==> src/rtl/fetch_pkg.sv <==
// Shared types and constants for the instruction fetch stage.
package fetch_pkg;

    typedef enum logic [1:0] {
        IDLE  = 2'd0,
        RUN   = 2'd1,
        FLUSH = 2'd2
    } fetch_state_e;

    localparam int unsigned INSTR_WIDTH  = 32;
    localparam int unsigned PC_INCREMENT = 4;

endpackage

==> src/rtl/fetch_buffer.sv <==
// In-order FIFO of {pc, instr} entries with synchronous clear.
module fetch_buffer
    import fetch_pkg::*;
#(
    parameter  int unsigned ADDR_WIDTH = 64,
    parameter  int unsigned DEPTH      = 2,
    localparam int unsigned PTR_W      = $clog2(DEPTH),
    localparam int unsigned CNT_W      = PTR_W + 1
) (
    input  logic                   clock_i,
    input  logic                   resetN_i,
    input  logic                   clear_i,
    input  logic                   push_i,
    input  logic                   pop_i,
    input  logic [ADDR_WIDTH-1:0]  push_pc_i,
    input  logic [INSTR_WIDTH-1:0] push_instr_i,
    output logic [ADDR_WIDTH-1:0]  head_pc_o,
    output logic [INSTR_WIDTH-1:0] head_instr_o,
    output logic [CNT_W-1:0]       count_o,
    output logic                   empty_o
);

    typedef struct packed {
        logic [ADDR_WIDTH-1:0]  pc;
        logic [INSTR_WIDTH-1:0] instr;
    } entry_t;

    entry_t           mem_q [DEPTH];
    logic [PTR_W-1:0] rd_ptr_q;
    logic [PTR_W-1:0] wr_ptr_q;
    logic [CNT_W-1:0] count_q;

    // Storage and pointers; clear wins over push/pop, pointers wrap naturally.
    always_ff @(posedge clock_i or negedge resetN_i) begin
        if (!resetN_i) begin
            for (int unsigned i = 0; i < DEPTH; i++) begin
                mem_q[i] <= '0;
            end
            rd_ptr_q <= '0;
            wr_ptr_q <= '0;
            count_q  <= '0;
        end else if (clear_i) begin
            rd_ptr_q <= '0;
            wr_ptr_q <= '0;
            count_q  <= '0;
        end else begin
            if (push_i) begin
                mem_q[wr_ptr_q] <= {push_pc_i, push_instr_i};
                wr_ptr_q        <= wr_ptr_q + PTR_W'(1);
            end
            if (pop_i) begin
                rd_ptr_q <= rd_ptr_q + PTR_W'(1);
            end
            count_q <= count_q + CNT_W'(push_i) - CNT_W'(pop_i);
        end
    end

    assign head_pc_o    = mem_q[rd_ptr_q].pc;
    assign head_instr_o = mem_q[rd_ptr_q].instr;
    assign count_o      = count_q;
    assign empty_o      = (count_q == '0);

endmodule

==> src/rtl/instruction_fetch.sv <==
// Fetch stage: PC, credit-limited imem requests, instruction buffer, redirect/flush.
module instruction_fetch
    import fetch_pkg::*;
#(
    parameter int unsigned           ADDR_WIDTH = 64,
    parameter logic [ADDR_WIDTH-1:0] RESET_PC   = '0,
    parameter int unsigned           BUF_DEPTH  = 2
) (
    input  logic                   clock,
    input  logic                   resetN,
    output logic                   imemReqValid,
    input  logic                   imemReqReady,
    output logic [ADDR_WIDTH-1:0]  imemReqAddr,
    input  logic                   imemRespValid,
    input  logic [INSTR_WIDTH-1:0] imemRespData,
    output logic                   instrValid,
    input  logic                   instrReady,
    output logic [INSTR_WIDTH-1:0] instruction,
    output logic [ADDR_WIDTH-1:0]  instrPC,
    input  logic                   redirectValid,
    input  logic [ADDR_WIDTH-1:0]  redirectTarget
);

    localparam int unsigned           CNT_W     = $clog2(BUF_DEPTH) + 1;
    localparam logic [CNT_W:0]        DEPTH_LIM = (CNT_W + 1)'(BUF_DEPTH);
    localparam logic [ADDR_WIDTH-1:0] PC_STEP   = ADDR_WIDTH'(PC_INCREMENT);

    fetch_state_e          state_q, state_d;
    logic [ADDR_WIDTH-1:0] pc_q, pc_d;
    logic [CNT_W-1:0]      drop_q, drop_d;

    logic [CNT_W-1:0]       outstanding;
    logic [CNT_W-1:0]       fifoCount;
    logic [CNT_W:0]         credit_used;
    logic                   redirect;
    logic                   req_fire;
    logic                   resp_keep;
    logic                   pop_fire;
    logic                   fifo_empty;
    logic [ADDR_WIDTH-1:0]  resp_addr;
    logic [INSTR_WIDTH-1:0] addrq_instr_unused;
    logic                   addrq_empty_unused;

    assign redirect     = redirectValid && (state_q != IDLE);
    assign credit_used  = {1'b0, outstanding} + {1'b0, fifoCount};
    assign imemReqValid = (state_q == RUN) && !redirectValid && (credit_used < DEPTH_LIM);
    assign imemReqAddr  = pc_q;
    assign req_fire     = imemReqValid && imemReqReady;
    assign resp_keep    = imemRespValid && (state_q == RUN) && !redirect;
    assign instrValid   = !fifo_empty;
    assign pop_fire     = instrValid && instrReady && !redirect;

    // Next PC, drop counter and state; redirect overrides everything else.
    always_comb begin
        state_d = state_q;
        pc_d    = pc_q;
        drop_d  = drop_q;
        case (state_q)
            IDLE: state_d = RUN;
            RUN: begin
                if (req_fire) begin
                    pc_d = pc_q + PC_STEP;
                end
            end
            FLUSH: begin
                if (imemRespValid && (drop_q != '0)) begin
                    drop_d = drop_q - CNT_W'(1);
                    if (drop_q == CNT_W'(1)) begin
                        state_d = RUN;
                    end
                end
            end
            default: state_d = IDLE;
        endcase
        if (redirect) begin
            pc_d    = {redirectTarget[ADDR_WIDTH-1:2], 2'b00};
            drop_d  = outstanding + drop_q - CNT_W'(imemRespValid);
            state_d = (drop_d != '0) ? FLUSH : RUN;
        end
    end

    // FSM, PC and drop counter registers.
    always_ff @(posedge clock or negedge resetN) begin
        if (!resetN) begin
            state_q <= IDLE;
            pc_q    <= RESET_PC;
            drop_q  <= '0;
        end else begin
            state_q <= state_d;
            pc_q    <= pc_d;
            drop_q  <= drop_d;
        end
    end

    // Pending-address queue: its occupancy is the outstanding-request count,
    // and its head is the PC that the next kept response belongs to.
    fetch_buffer #(
        .ADDR_WIDTH (ADDR_WIDTH),
        .DEPTH      (BUF_DEPTH)
    ) u_addr_q (
        .clock_i      (clock),
        .resetN_i     (resetN),
        .clear_i      (redirect),
        .push_i       (req_fire),
        .pop_i        (resp_keep),
        .push_pc_i    (pc_q),
        .push_instr_i ('0),
        .head_pc_o    (resp_addr),
        .head_instr_o (addrq_instr_unused),
        .count_o      (outstanding),
        .empty_o      (addrq_empty_unused)
    );

    fetch_buffer #(
        .ADDR_WIDTH (ADDR_WIDTH),
        .DEPTH      (BUF_DEPTH)
    ) u_instr_buf (
        .clock_i      (clock),
        .resetN_i     (resetN),
        .clear_i      (redirect),
        .push_i       (resp_keep),
        .pop_i        (pop_fire),
        .push_pc_i    (resp_addr),
        .push_instr_i (imemRespData),
        .head_pc_o    (instrPC),
        .head_instr_o (instruction),
        .count_o      (fifoCount),
        .empty_o      (fifo_empty)
    );

endmodule

==> config.mk <==
export PLATFORM = sky130hd
export DESIGN_NAME = instruction_fetch
export DESIGN_NICKNAME = d
export VERILOG_FILES = /design/src/rtl/fetch_pkg.sv /design/src/rtl/fetch_buffer.sv /design/src/rtl/instruction_fetch.sv
export SDC_FILE = /design/constraint.sdc
export NUM_CORES = 1
export LEC_CHECK = 0
export CORE_MARGIN = 2
export CORE_UTILIZATION = 30
export CTS_BUF_LIST = sky130_fd_sc_hd__clkbuf_16
export CTS_CLUSTER_SIZE = 12
export DETAILED_ROUTE_END_ITERATION = 12
export GPL_TIMING_DRIVEN = 1
export PLACE_DENSITY = 0.59
export REMOVE_ABC_BUFFERS = 1
export SLEW_MARGIN = 20
export SYNTH_ARGS = -nofsm -noshare
export SYNTH_HDL_FRONTEND = slang
export SYNTH_SLANG_ARGS = --single-unit
export TNS_END_PERCENT = 1
==> constraint.sdc <==
create_clock -name clock -period 3.81 [get_ports clock]
set_clock_uncertainty 0.05 [all_clocks]
set_input_delay 0.762 -clock clock [delete_from_list [all_inputs] [get_ports clock]]
set_output_delay 0.762 -clock clock [all_outputs]
set_load 0.03 [all_outputs]
== Word level (Yosys, flattened, before mapping) ==
Index checks and enable logic that the tools add are counted.

* Bitwise gates (word level): 5
* Reduce and logical (&&, ||, !) cells: 30
* $add $sub $neg: 13
* Order comparisons: 7
* Equal/unequal tests: 6
* Mux-type cells: 33

{| class="wikitable"
|+ Operators with widths
! operator !! number
|-
| 96-bit 2-to-1 mux || 8
|-
| 192-bit bitwise mux || 2
|-
| 96-bit demux with 1-bit select || 2
|-
| 64-bit 2-to-1 mux || 3
|-
| 64-bit by 3-bit adder with 64-bit output (second input constant) || 1
|-
| 2-bit 2-to-1 mux || 9
|-
| 2-bit nonzero test || 9
|-
| 1-bit logical AND || 11
|-
| 2-bit >= comparator (second input constant) || 4
|-
| 1-bit 2-to-1 mux || 8
|-
| 1-bit inverter with 2-bit output || 4
|-
| 2-bit AND reduction || 4
|-
| 3-bit inequality test (second input constant) || 2
|-
| 2-bit one-hot mux with 3 select lines || 1
|-
| 2-bit by 1-bit subtractor with 2-bit output || 3
|-
| 1-bit adder (second input constant) || 4
|-
| 2-bit by 1-bit adder with 2-bit output || 2
|-
| 2-bit by 1-bit == test with 1-bit output (second input constant) || 2
|-
| 2-bit zero test || 2
|-
| 2-bit by 1-bit less-than comparator with 1-bit output (second input constant) || 2
|-
| 2-bit by 2-bit adder with 3-bit output || 1
|-
| 1-bit zero test || 3
|-
| 3-bit by 2-bit less-than comparator with 1-bit output (second input constant) || 1
|-
| 3-bit AND reduction || 1
|-
| 5 further kinds || 5
|}

* Output and inout port bits: 162
* Flip-flop bits (word level): 460

== Logic depth before layout (Yosys ltp) ==
* Depth in word-level cells: 7
* Gate-level depth with buffers: 12
* Mapped depth without buffers: 10

== By module ==
A second synthesis with hierarchy kept.

* Cell total of the unflattened synthesis: 1541
* Area total of the unflattened synthesis: 21101.5 µm²

{| class="wikitable"
|+ By module, submodules not included
! module !! seq. area each (µm²) !! area each (µm²) !! instances !! cells each
|-
| fetch_buffer (u_instr_buf) || 4904.7 || 8434.3 || 1 || 529
|-
| fetch_buffer (u_addr_q) || 4904.7 || 8433.1 || 1 || 529
|-
| instruction_fetch || 1651.6 || 4234.1 || 1 || 483
|}

== Least setup slack after synthesis ==
No wires, ideal clock.

* Path kind: reg2reg
* Start: register u_instr_buf.count_q[0] (netlist: u_instr_buf.count_o[0])
* End: register u_addr_q.count_q[1] (netlist: u_addr_q.count_o[1])
* Period minus slack after synthesis: 2.506 ns
* Arrival: 2.325 ns
* Data required time: 3.629 ns
* Cell stages (with the launch flop): 13
* Slack: 1.304 ns
* Path through: dfrtp_1 -> inv_1 -> nor2_1 -> fa_1 -> nor3_1 -> nand3_1 -> inv_1 -> buf_2 -> buf_2 -> ha_1 -> xor2_1 -> xnor2_1 -> nor2_1

* Cells in the longest elaborated chain, start to end: 7

{| class="wikitable"
|+ RTL lines
! element !! RTL line !! source
|-
| start, declared || fetch_buffer.sv:31 || <nowiki>logic [CNT_W-1:0] count_q;</nowiki>
|-
| start signal, assigned || fetch_buffer.sv:54 || <nowiki>count_q <= count_q + CNT_W'(push_i) - CNT_W'(pop_i);</nowiki>
|-
| 2-bit by 2-bit adder with 3-bit output || instruction_fetch.sv:45 || <nowiki>assign credit_used = {1'b0, outstanding} + {1'b0, fifoCount};</nowiki>
|-
| 3-bit by 2-bit less-than comparator with 1-bit output || instruction_fetch.sv:46 || <nowiki>assign imemReqValid = (state_q == RUN) && !redirectValid && (credit_used < DEPTH_LIM);</nowiki>
|-
| 1-bit logical AND || instruction_fetch.sv:46 ||
|-
| 1-bit logical AND || instruction_fetch.sv:48 || <nowiki>assign req_fire = imemReqValid && imemReqReady;</nowiki>
|-
| 2-bit by 1-bit adder with 2-bit output || fetch_buffer.sv:54 ||
|-
| 2-bit by 1-bit subtractor with 2-bit output || fetch_buffer.sv:54 ||
|-
| 2-bit 2-to-1 mux || fetch_buffer.sv:42 || <nowiki>end else if (clear_i) begin</nowiki>
|-
| end signal, assigned || fetch_buffer.sv:54 ||
|-
| end, declared || fetch_buffer.sv:31 ||
|}

No other way between the ends.
A chain may end at the register's enable or synchronous reset.

== Worst setup path in the final report ==
* Start: register u_instr_buf.rd_ptr_q
* End: output port instrPC[49]

* Cells in the longest elaborated chain, start to end: 4

{| class="wikitable"
|+ RTL lines
! element !! RTL line !! source
|-
| start, declared || fetch_buffer.sv:29 || <nowiki>logic [PTR_W-1:0] rd_ptr_q;</nowiki>
|-
| start signal, assigned || fetch_buffer.sv:52 || <nowiki>rd_ptr_q <= rd_ptr_q + PTR_W'(1);</nowiki>
|-
| 1-bit inverter with 2-bit output (not written as such) || fetch_buffer.sv:58 || <nowiki>assign head_pc_o = mem_q[rd_ptr_q].pc;</nowiki>
|-
| 96-bit 2-to-1 mux (not written as such) (3 in a row) || fetch_buffer.sv:58 ||
|-
| end, declared || instruction_fetch.sv:19 || <nowiki>output logic [ADDR_WIDTH-1:0] instrPC,</nowiki>
|}

No other way between the ends. The select of a mux whose other input is x is not followed.

==> summary.md <==
| Metric | Value |
|---|---|
| Ys async rst share | 1.00 |
| Pwr Total | 21600 uW |
| Most frequent cell after synthesis | dfrtp_1 |
| Die area | 63100 um2 |
| Die height | 251 um |
| Drt first pass iters | 5 |
| Post-synth cell types | 67 |
| Startpoint Class | flop |
| Worst-skew pair later-pin latency | 0.58 ns |
| Nets@finish | 1996 |
| DR WL/cell | 20.4 um |
| Tcrit/Tclk final | 0.891 |
| Post-Route WL | 55200 um |
| Flop-to-flop setup slack | 0.91 ns |
| Antenna Violating Nets Remaining | 0 |
| Final Max Slew Viols | 0 |
| Crit path required time | 3.00 ns |
| CTS Buf Count | 45 |
| CP max FO | 20 |
| CP arrival | 2.58 ns |
| Clock-pin slew on the worst setup and hold paths | 0.06 ns |
| CTS tree | yes |
| Syn Std Cell Area | 18300 um2 |
| Post-CTS Resized | 0 |
| Post-synth EDFFs | 0 |
| CP Capture Type | output port |
| Clock buffer depth | 3 |
| # DRC | 0 |
| Drt initial violations | 946 |
| Relative slew slack | 0.406 |
| Synth top cells by count | dfrtp_1 (386), mux2_2 (273), nor2_1 (129) |
| Via count | 13800 |
| Pre-CTS setup slack | 0.519 ns |
| Global-route wire length before repair | 85500 um |
| Setup CP Type | flop to output port |
| Clk sinks | 386 |
| Ports | 264 |
| Row count | 90 |
| Pin count of the biggest net entering global routing | 96 |
| Setup bufs post-CTS | 0 |
| RR Endpoint | imemReqAddr[40] |
| H-Tree Depth | 2 |
| Reg2Reg Depth | 10 |
| Initial Util | 0.304 |
| Leakage power | 0.00956 uW |
| Worst setup margin | 0.416 ns |
| Period minus WS final | 3.39 ns |
| Post-synthesis sequential area ratio | 0.527 |
| Post-synth top area cell | dfrtp_1 |
| Most area-consuming cells after synthesis | dfrtp_1 (53%), mux2_2 (17%), mux2i_1 (3.6%), o21ai_0 (3.3%), nor2_1 (2.6%) |
| Synth Area per Inst | 11.1 um2 |
| GRT Util Overall | 0.175 |
| Share of cells above drive strength 1 | 0.213 |
| Final Hold Fails | 0 |
| Number of I/O port buffers | 257 |
| Max VDD drop | 0.331 mV |
| Final setup viols | 0 |
| Top cell type's share of synthesized area | 0.527 |
| Commonest register cell after synthesis | dfrtp_1 |
| Status | finished clean |
| Placer Congestion | 0.823 |
| Vias/cell | 5.11 |
| Root cell of the clock tree | clkbuf_16 |
| Fmax achieved | 295 MHz |
| Gr ovfl total | 0 |
| Antenna violations before repair | 12 |
| Horiz. Die Dim | 251 um |
| Yosys warnings | 0 |
| RR Startpoint | u_instr_buf.count_o[0] |
| HPWL after detailed placement | 38300 um |
| RSZ-0062 raised after global routing | no |
| Max-cap violations | 0 |
| Final Util | 0.388 |
| Worst Hold Class | input pin to async pin |
| Synth Register Bits | 386 |
| Pwr/cell area | 922 nW/um2 |
| Area delta synth->final | 27.7% |
| Core area | 60400 um2 |
| Vias in the first global route | 14308 |
| Slew @ Worst Pin | 0.890 ns |
| Mapped Cells | 1653 |
| Hold_buf cts | 0 |
==> flip-flops by register name, summed over array words and instances (netlist names) <==
| register | count |
|---|---|
| u_addr_q.mem_q | 124 |
| u_instr_buf.count_o | 2 |
| imemReqAddr | 62 |
| u_instr_buf.rd_ptr_q | 1 |
| u_addr_q.rd_ptr_q | 1 |
| drop_q | 2 |
| state_q | 2 |
| u_instr_buf.mem_q | 188 |
| u_addr_q.count_o | 2 |
| u_addr_q.wr_ptr_q | 1 |
| u_instr_buf.wr_ptr_q | 1 |
==> how the worst max path moves through the flow <==
stage / start / endpoint / slack (ns) / depth (start not counted)
floorplan: redirectValid / u_instr_buf.mem_q[100] / -6.73 / 4
global placement: redirectValid / imemReqAddr[40] / 0.55 / 8
detailed placement: redirectValid / imemReqAddr[40] / 0.52 / 8
CTS: u_instr_buf.rd_ptr_q / instrPC[49] / 0.36 / 3
global route: u_instr_buf.rd_ptr_q / instrPC[49] / 0.33 / 3
finish: u_instr_buf.rd_ptr_q / instrPC[49] / 0.42 / 3
==> final cells by class <==
cell class,instances,area (um2)
well taps,782,978
inverters,20,75.1
repair buffers,302,3090
clock buffers,47,1180
clock inverters,34,282
flip-flops and latches,386,9670
fillers,5806,36900
multi-input cells,1129,8140
diodes,2,5.00
==> critical path, cell delays in order, from the launching register on <==
cell             delay (ns)
dfrtp_4                0.64
buf_4                  0.37
mux2_2                 0.38
clkdlybuf4s50_1        0.61
==> routing by layer <==
metal | vias to the layer above | track usage | share of wire
met5 | - | 0 | 0.0014
met4 | 14 | 0.0560 | 0.028
met3 | 100 | 0.0428 | 0.063
met2 | 378 | 0.282 | 0.47
met1 | 6890 | 0.230 | 0.44
li1 | 6418 | - | -
==> cells by family (layout without fill, tap and decap cells) <==
group                      count (synthesis)  count (layout)  synth area share
DFF                                      386             386             0.527
and+or+nand+nor                          461             461             0.127
muxes                                    339             339             0.204
AOI/OAI and AO/OA                        301             301            0.0965
buffers and inverters                    141             403            0.0318
other                                      1               6          0.000204
adders and majority gates                 10              10           0.00723
xor gates and xnor gates                  14              14           0.00669
==> through the flow <==
stage               hold slack (ns)  TNS (ns)  cells  cell area, um2
global route                  0.241         0   2701           23400
finish                        0.199         0   2702           23400
global placement              0.405         0   2619           22000
floorplan                     0.394   -881.46   1535           17800
detailed placement            0.416         0   2619           22000
CTS                           0.206         0   2700           23400
==> power by group <==
group / switching [uW] / internal (uW) / leakage, uW
sequential: 1610 / 5870 / 0.00448
clock: 1730 / 2560 / 0.000738
combinational: 5350 / 4460 / 0.00434
==> layout by cell type, fill, tap and decap left out, types with 15 or more instances in the layout <==
| cell | instances |
|---|---|
| nor3_1 | 18 |
| buf_4 | 32 |
| nand3_1 | 48 |
| a21oi_1 | 91 |
| dfrtp_1 | 384 |
| o21ai_0 | 120 |
| clkdlybuf4s50_1 | 255 |
| nand2_1 | 121 |
| nor2_1 | 126 |
| inv_1 | 25 |
| a31oi_1 | 15 |
| mux2i_1 | 66 |
| nand4_1 | 38 |
| mux2_2 | 273 |
| nand2b_1 | 25 |
| clkbuf_16 | 47 |
No activity file was read; power rests on OpenSTA's default activity.
